--- src/rtl/seq_mag_cmp_pkg.sv ---
// Shared definitions for the sequential magnitude comparator: state encoding,
// chunk-count helper and the parameter legality check used at elaboration.
package seq_mag_cmp_pkg;

    typedef enum logic [1:0] {
        IDLE = 2'd0,
        RUN  = 2'd1,
        DONE = 2'd2
    } state_t;

    function automatic int num_chunks(input int width, input int chunk);
        return width / chunk;
    endfunction

    function automatic bit cfg_ok(input int width, input int chunk);
        return (chunk >= 1) && (chunk <= width) && ((width % chunk) == 0);
    endfunction

endpackage

--- src/rtl/seq_mag_cmp_chunk.sv ---
// Combinational CHUNK-bit unsigned compare; equality is implied when
// neither gt nor lt is set.
module seq_mag_cmp_chunk #(
    parameter int CHUNK = 4
) (
    input  logic [CHUNK-1:0] a,
    input  logic [CHUNK-1:0] b,
    output logic             gt,
    output logic             lt
);

    assign gt = (a > b);
    assign lt = (a < b);

endmodule

--- src/rtl/seq_mag_cmp.sv ---
// Multi-cycle magnitude comparator: walks the operands CHUNK bits per cycle,
// most significant chunk first. Define SEQ_MAG_CMP_EARLY_EXIT_EN to finish on the first differing chunk.
module seq_mag_cmp
    import seq_mag_cmp_pkg::*;
#(
    parameter int WIDTH  = 16,
    parameter int CHUNK  = 4,
    parameter int SIGNED = 0
) (
    input  logic             clk,
    input  logic             rst_n,
    input  logic             start,
    input  logic [WIDTH-1:0] a,
    input  logic [WIDTH-1:0] b,
    output logic             ready,
    output logic             done,
    output logic             gt,
    output logic             lt,
    output logic             eq
);

    localparam int NCHUNK = num_chunks(WIDTH, CHUNK);
    localparam int IDXW   = (NCHUNK > 1) ? $clog2(NCHUNK) : 1;
    localparam logic [IDXW-1:0]  LAST_IDX  = IDXW'(NCHUNK - 1);
    // Flipping the operand MSB maps two's-complement order onto unsigned order.
    localparam logic [WIDTH-1:0] SIGN_FLIP = (SIGNED != 0) ? (WIDTH'(1) << (WIDTH - 1)) : '0;

    if (!cfg_ok(WIDTH, CHUNK)) begin : g_bad_cfg
        $error("seq_mag_cmp: CHUNK must be 1..WIDTH and divide WIDTH");
    end

    state_t           state;
    logic [WIDTH-1:0] a_q;
    logic [WIDTH-1:0] b_q;
    logic [IDXW-1:0]  idx;
    logic             sticky;
    logic             sticky_gt;
    logic             sticky_lt;

    logic [CHUNK-1:0] a_chunk;
    logic [CHUNK-1:0] b_chunk;
    logic             chunk_gt;
    logic             chunk_lt;
    logic             first_diff;
    logic             last_step;
    logic             res_gt;
    logic             res_lt;
    logic             res_eq;

    assign a_chunk = a_q[idx * CHUNK +: CHUNK];
    assign b_chunk = b_q[idx * CHUNK +: CHUNK];

    seq_mag_cmp_chunk #(
        .CHUNK(CHUNK)
    ) u_chunk (
        .a  (a_chunk),
        .b  (b_chunk),
        .gt (chunk_gt),
        .lt (chunk_lt)
    );

    assign first_diff = !sticky && (chunk_gt || chunk_lt);

`ifdef SEQ_MAG_CMP_EARLY_EXIT_EN
    assign last_step = (idx == '0) || first_diff;
`else
    assign last_step = (idx == '0);
`endif

    // The first differing chunk decides; later chunks cannot override it.
    assign res_gt = sticky ? sticky_gt : chunk_gt;
    assign res_lt = sticky ? sticky_lt : chunk_lt;
    assign res_eq = !sticky && !first_diff;

    always_ff @(posedge clk) begin
        if (!rst_n) begin
            state     <= IDLE;
            ready     <= 1'b1;
            done      <= 1'b0;
            gt        <= 1'b0;
            lt        <= 1'b0;
            eq        <= 1'b0;
            a_q       <= '0;
            b_q       <= '0;
            idx       <= '0;
            sticky    <= 1'b0;
            sticky_gt <= 1'b0;
            sticky_lt <= 1'b0;
        end else begin
            done <= 1'b0;
            case (state)
                IDLE: begin
                    if (start) begin
                        a_q       <= a ^ SIGN_FLIP;
                        b_q       <= b ^ SIGN_FLIP;
                        idx       <= LAST_IDX;
                        sticky    <= 1'b0;
                        sticky_gt <= 1'b0;
                        sticky_lt <= 1'b0;
                        ready     <= 1'b0;
                        state     <= RUN;
                    end
                end
                RUN: begin
                    if (first_diff) begin
                        sticky    <= 1'b1;
                        sticky_gt <= chunk_gt;
                        sticky_lt <= chunk_lt;
                    end
                    if (last_step) begin
                        gt    <= res_gt;
                        lt    <= res_lt;
                        eq    <= res_eq;
                        done  <= 1'b1;
                        state <= DONE;
                    end else begin
                        idx <= idx - 1'b1;
                    end
                end
                DONE: begin
                    ready <= 1'b1;
                    state <= IDLE;
                end
                default: begin
                    ready <= 1'b1;
                    state <= IDLE;
                end
            endcase
        end
    end

endmodule
--- config.mk ---
export PLATFORM = sky130hd
export DESIGN_NAME = seq_mag_cmp
export DESIGN_NICKNAME = d
export VERILOG_FILES = /design/src/rtl/seq_mag_cmp_pkg.sv /design/src/rtl/seq_mag_cmp_chunk.sv /design/src/rtl/seq_mag_cmp.sv
export SDC_FILE = /design/constraint.sdc
export NUM_CORES = 1
export LEC_CHECK = 0
export ABC_AREA = 1
export CAP_MARGIN = 40
export CORE_MARGIN = 4
export CORE_UTILIZATION = 43
export CTS_BUF_LIST = sky130_fd_sc_hd__clkbuf_4 sky130_fd_sc_hd__clkbuf_8
export DETAILED_ROUTE_END_ITERATION = 12
export MAX_ROUTING_LAYER = met4
export PLACE_DENSITY = 0.69
export SLEW_MARGIN = 20
export SYNTH_ARGS = -nofsm -noshare
export SYNTH_HDL_FRONTEND = slang
export SYNTH_SLANG_ARGS = --single-unit
--- constraint.sdc ---
create_clock -name clk -period 3 [get_ports clk]
set_clock_uncertainty 0.1 [all_clocks]
set_input_delay 0.6 -clock clk [delete_from_list [all_inputs] [get_ports clk]]
set_output_delay 0.6 -clock clk [all_outputs]
set_load 0.005 [all_outputs]
# After elaboration in Yosys (flattened, before gate mapping)
# Index checks and enable logic that the tools add are counted.
# totals
ff_bits,44
input_bits,35
# classes
add_sub_neg,1
order_cmp,2
eq_ne,5
shift,2
mux,17
bitwise,1
n_reduce_logical,15
# op_table
op,count
16-bit by 5-bit indexed part select with 4-bit output,2
2-bit AND reduction,5
2-bit 2-to-1 mux,4
"2-bit inequality test, second input constant",4
1-bit case mux with 2 select lines,4
2-bit case mux with 2 select lines,2
1-bit 2-to-1 mux,7
3-bit AND reduction,2
4-bit > comparator,1
2-bit zero test,2
4-bit less-than comparator,1
"2-bit by 1-bit equality test with 1-bit output, second input constant",1
1-bit logical AND,2
1-bit zero test,2
2-bit nonzero test,1
"2-bit by 1-bit subtractor with 2-bit output, second input constant",1
1-bit logical OR,1
1-bit inverter,1

# Longest topological paths before layout
# logic_depth
depth_word,6
ltp_mapped,18
depth_no_buf,16

# By module
# Synthesis repeated with hierarchy kept, for this count alone.
# hier_totals
hier_cells,274
hier_area_um2,1986.9
# modules_own_cells
mod,n_inst,cells_each,area_per_inst_um2
seq_mag_cmp,1,254,1871.8
seq_mag_cmp_chunk,1,20,115.1

# Worst setup path before layout
# Ideal clock, no wire load.
# synth_path
kind,register -> register
start,register idx[0]
end,register sticky_gt
setup_time_ns,0.114
arrival_time_ns,1.870
setup_slack_ns,0.916
path_stages_with_launch,17
synth_period_minus_slack_ns,2.084
path_cell_list,dfxtp_1 -> buf_2 -> inv_2 -> buf_2 -> o21ai_0 -> o22ai_1 -> ha_1 -> nand2_1 -> inv_1 -> nand2_1 -> nand2_2 -> nand2_2 -> nand2_1 -> nand2_1 -> nand3_2 -> nor2_1 -> nor2_2
# synth_between
elab_chain_cells,6
# synth_lines
element,line_no,source
"start, declared",seq_mag_cmp.sv:35,logic [IDXW-1:0] idx;
"start signal, assigned",seq_mag_cmp.sv:117,idx <= idx - 1'b1;
"16-bit by 5-bit indexed part select with 4-bit output, on equally long branches","seq_mag_cmp.sv:50, seq_mag_cmp.sv:51",
4-bit > comparator or 4-bit less-than comparator (tied branches),"seq_mag_cmp_chunk.sv:12, seq_mag_cmp_chunk.sv:13",
1-bit logical OR,seq_mag_cmp.sv:62,assign first_diff = !sticky && (chunk_gt || chunk_lt);
1-bit logical AND,seq_mag_cmp.sv:62,
2-bit inequality test (no source line),-,
3-bit AND reduction (no source line),-,
"end signal, assigned",seq_mag_cmp.sv:107,sticky_gt <= chunk_gt;
"end, declared",seq_mag_cmp.sv:37,logic sticky_gt;
# Parallel ways exist; a longest one is shown, timed or not. The select of a mux whose other input is x is not followed.
# A chain may end at the register's enable or synchronous reset.

# Worst setup path after layout
# layout_path
start,register idx[0]
end,register sticky_lt
# layout_between
elab_chain_cells,6
# layout_lines
element,line_no,source
"16-bit by 5-bit indexed part select with 4-bit output, on equally long branches","seq_mag_cmp.sv:50, seq_mag_cmp.sv:51",
4-bit > comparator or 4-bit less-than comparator (tied branches),"seq_mag_cmp_chunk.sv:12, seq_mag_cmp_chunk.sv:13",
1-bit logical OR,seq_mag_cmp.sv:62,
1-bit logical AND,seq_mag_cmp.sv:62,
2-bit inequality test (no source line),-,
3-bit AND reduction (no source line),-,
"end signal, assigned",seq_mag_cmp.sv:108,sticky_lt <= chunk_lt;
"end, declared",seq_mag_cmp.sv:38,logic sticky_lt;
# Parallel ways exist; a longest one is shown, timed or not. The select of a mux whose other input is x is not followed.

==> flow_metrics.py <==
metrics = {
    "detailed_routing": {
        "drt-initial-drc-count": 91,
        "dr.pass1.iters": 4,
        "vias_per_cell": 4.86,
        "wl_met2_um": 1940,
        "wl_met1_um": 1980,
        "top_layer_used": "met4",
        "vias": 1720,
        "route.antenna.remaining_nets": 0,
        "wl_per_cell_um": 11.9,
        "wl_um": 4210,
        "remaining_drc_errors": 0,
        "wl_met3_um": 209,
    },
    "pwr": {
        "ir_worst_vdd_mv": 0.316,
        "powerDensity_nw_per_um2": 586,
        "power_mw": 1.42,
        "p_leak_nw": 1.04,
    },
    "final_layout": {
        "layout_commonest_cell": "nor2_1",
        "num-nets-final": 341,
        "fin_cells": 354,
        "area_delta_synth_final_pct": 24.8,
        "fin_util": 0.558,
        "layout_common_cells": "nor2_1, dfxtp_1, clkdlybuf4s50_1",
        "num_antenna_cells": 0,
        "layout-drive-gt1-share": 0.0828,
        "fin_area_um2": 2430,
    },
    "min_path": {
        "hold_path.class": "reg -> reg",
    },
    "floorplanning": {
        "rows": 24,
        "die-width_um": 75.3,
        "dieArea_um2": 5670,
        "initial_core_util": 0.447,
        "core_um2": 4350,
        "die_h_um": 75.3,
        "ios": 40,
    },
    "sta": {
        "setup_viol": 0,
        "tightest_slew_ps": 566,
        "period_share": 0.844,
        "slew_viol_final": 0,
        "slew_headroom": 0.622,
        "hold_violations": 0,
        "fin_setup_tns_ps": 0,
        "rsz0062_at_grt": "false",
        "timing.hold.ws_ps": 408,
        "min_period_ps": 2530,
        "timing.final.ws_setup_ps": 469,
        "fmax_mhz": 395,
    },
    "setup_path": {
        "path_class": "reg -> reg",
        "crit_fanout": 18,
        "slowest_delay_ps": 680,
        "cp.required_ps": 3110,
        "cp_cell_sequence": "inv_2, o21ai_0, o22ai_1, ha_1, nand2_1, inv_1, nand2_1, nand2_2, nand2_2, nand2_1, nand2_1, nand3_2, nor2_1, nor2_2",
        "end_kind": "flop",
        "cp_common_cell": "nand2_1",
        "start_kind": "flop",
        "crit_family": "simple AND/OR/NAND/NOR gates",
        "cpMaxStageDelayCell": "dfxtp_1",
        "critPathArrivalTime_ps": 2640,
        "path_buf_inv": 2,
    },
    "clock_tree": {
        "postCtsHoldBufs": 0,
        "cts_buffers": 5,
        "clockBufferDepth": 2,
        "clk_pin_slew_ps": 80,
        "post_cts_resized": 0,
        "cts.htree.levels": 2,
        "cts.sinks": 44,
        "clockRootBuffer": "clkbuf_8",
        "cts_setup_buffers": 0,
        "clock_latency_ps": 310,
        "cts_tree": "yes",
    },
    "logic_synthesis": {
        "syn_inst": 267,
        "ys_ff_latch": 44,
        "synth_warnings": 0,
        "syn_nets": 307,
        "synth_area_per_cell_um2": 7.29,
        "synth_cell_types": 24,
        "synth_sequential_area_ratio": 0.452,
        "syn-cell-area_um2": 1950,
    },
    "place": {
        "place_ws_ps": 501,
        "dp_hpwl_um": 2970,
        "place_area_um2": 2340,
        "portBuffers": 39,
        "dp_cells": 346,
        "gp_congestion": 0.845,
    },
    "global_route": {
        "overflow": 0,
        "grt_max_degree": 35,
        "grt_pass1_wl_um": 7150,
        "gr-usage-all-layers": 0.171,
        "grt_pass1_vias": 1644,
        "antenna_found_initial": 0,
    },
    "status": {
        "outcome": "finished clean",
    },
    "flow_run": {
        "maxCapViolCount": 0,
    },
}
registers in the layout, summed over array words and instances, names as in the netlist:
signal     count
b_q           16
ready          1
sticky_lt      1
sticky_gt      1
done           1
gt             1
sticky         1
state          2
a_q           16
eq             1
idx            2
lt             1
synthesized netlist by cell type:
| library cell | number | area, µm² |
|---|---|---|
| a21oi_1 | 10 | 50.1 |
| a221oi_2 | 1 | 15.0 |
| a32o_1 | 4 | 40.0 |
| buf_2 | 7 | 35.0 |
| buf_4 | 3 | 22.5 |
| buf_6 | 1 | 11.3 |
| clkbuf_1 | 3 | 11.3 |
| clkinv_2 | 1 | 5.00 |
| dfxtp_1 | 44 | 881 |
| ha_1 | 5 | 62.6 |
| inv_1 | 10 | 37.5 |
| inv_2 | 5 | 18.8 |
| nand2_1 | 28 | 105 |
| nand2_2 | 4 | 25.0 |
| nand3_1 | 3 | 15.0 |
| nand3_2 | 1 | 10.0 |
| nor2_1 | 83 | 312 |
| nor2_2 | 2 | 12.5 |
| nor2_4 | 1 | 11.3 |
| o211ai_1 | 2 | 15.0 |
| o21ai_0 | 22 | 110 |
| o21ai_1 | 22 | 110 |
| o22ai_1 | 4 | 25.0 |
| or2_0 | 1 | 6.26 |
final timing paths:
kind	startpoint	to	slack, ps	cells after the start
worst max register to register	idx[0]	sticky_lt	470	14
worst min-delay path	a_q[5]	a_q[5]	410	2
worst max-delay path	idx[0]	sticky_lt	470	14
worst min register to register	a_q[5]	a_q[5]	410	2
kinds of logic (layout without fill, tap and decap cells):
| family | after synthesis | after routing | synth area share |
|---|---|---|---|
| adder cells (fa/ha/maj) | 5 | 5 | 0.0321 |
| AO/OA/AOI/OAI | 65 | 65 | 0.188 |
| buffers and inverters | 30 | 65 | 0.0726 |
| AND/OR/NAND/NOR | 123 | 123 | 0.255 |
| flip-flops | 44 | 44 | 0.452 |
metal layers:
metal,GRT usage,vias up
li1,-,935
met1,0.212,740
met2,0.266,38
met3,0.0401,7
met4,0.0757,0
met5,-,-
worst min-delay path: cells and delay by family (launching register included):
kind | cells | cell delay (ps)
DFF | 1 | 330
and+or+nand+nor | 1 | 80
AOI/OAI and AO/OA | 1 | 70
where the power goes:
group	switching, mW	leakage [nW]	internal [mW]
clock	0.197	0.0510	0.184
combinational	0.196	0.625	0.158
sequential	0.0446	0.364	0.645
total	0.438	1.04	0.986
final cells by class:
type	count	area, µm²
Fill cell	402	1920
Tap cell	52	65.1
Timing Repair Buffer	41	405
Clock buffer	6	82.6
Multi-Input combinational cell	193	925
Sequential cell	44	881
Inverter	16	61.3
Clock inverter	2	10.0
No activity file was read; power rests on OpenSTA's default activity.
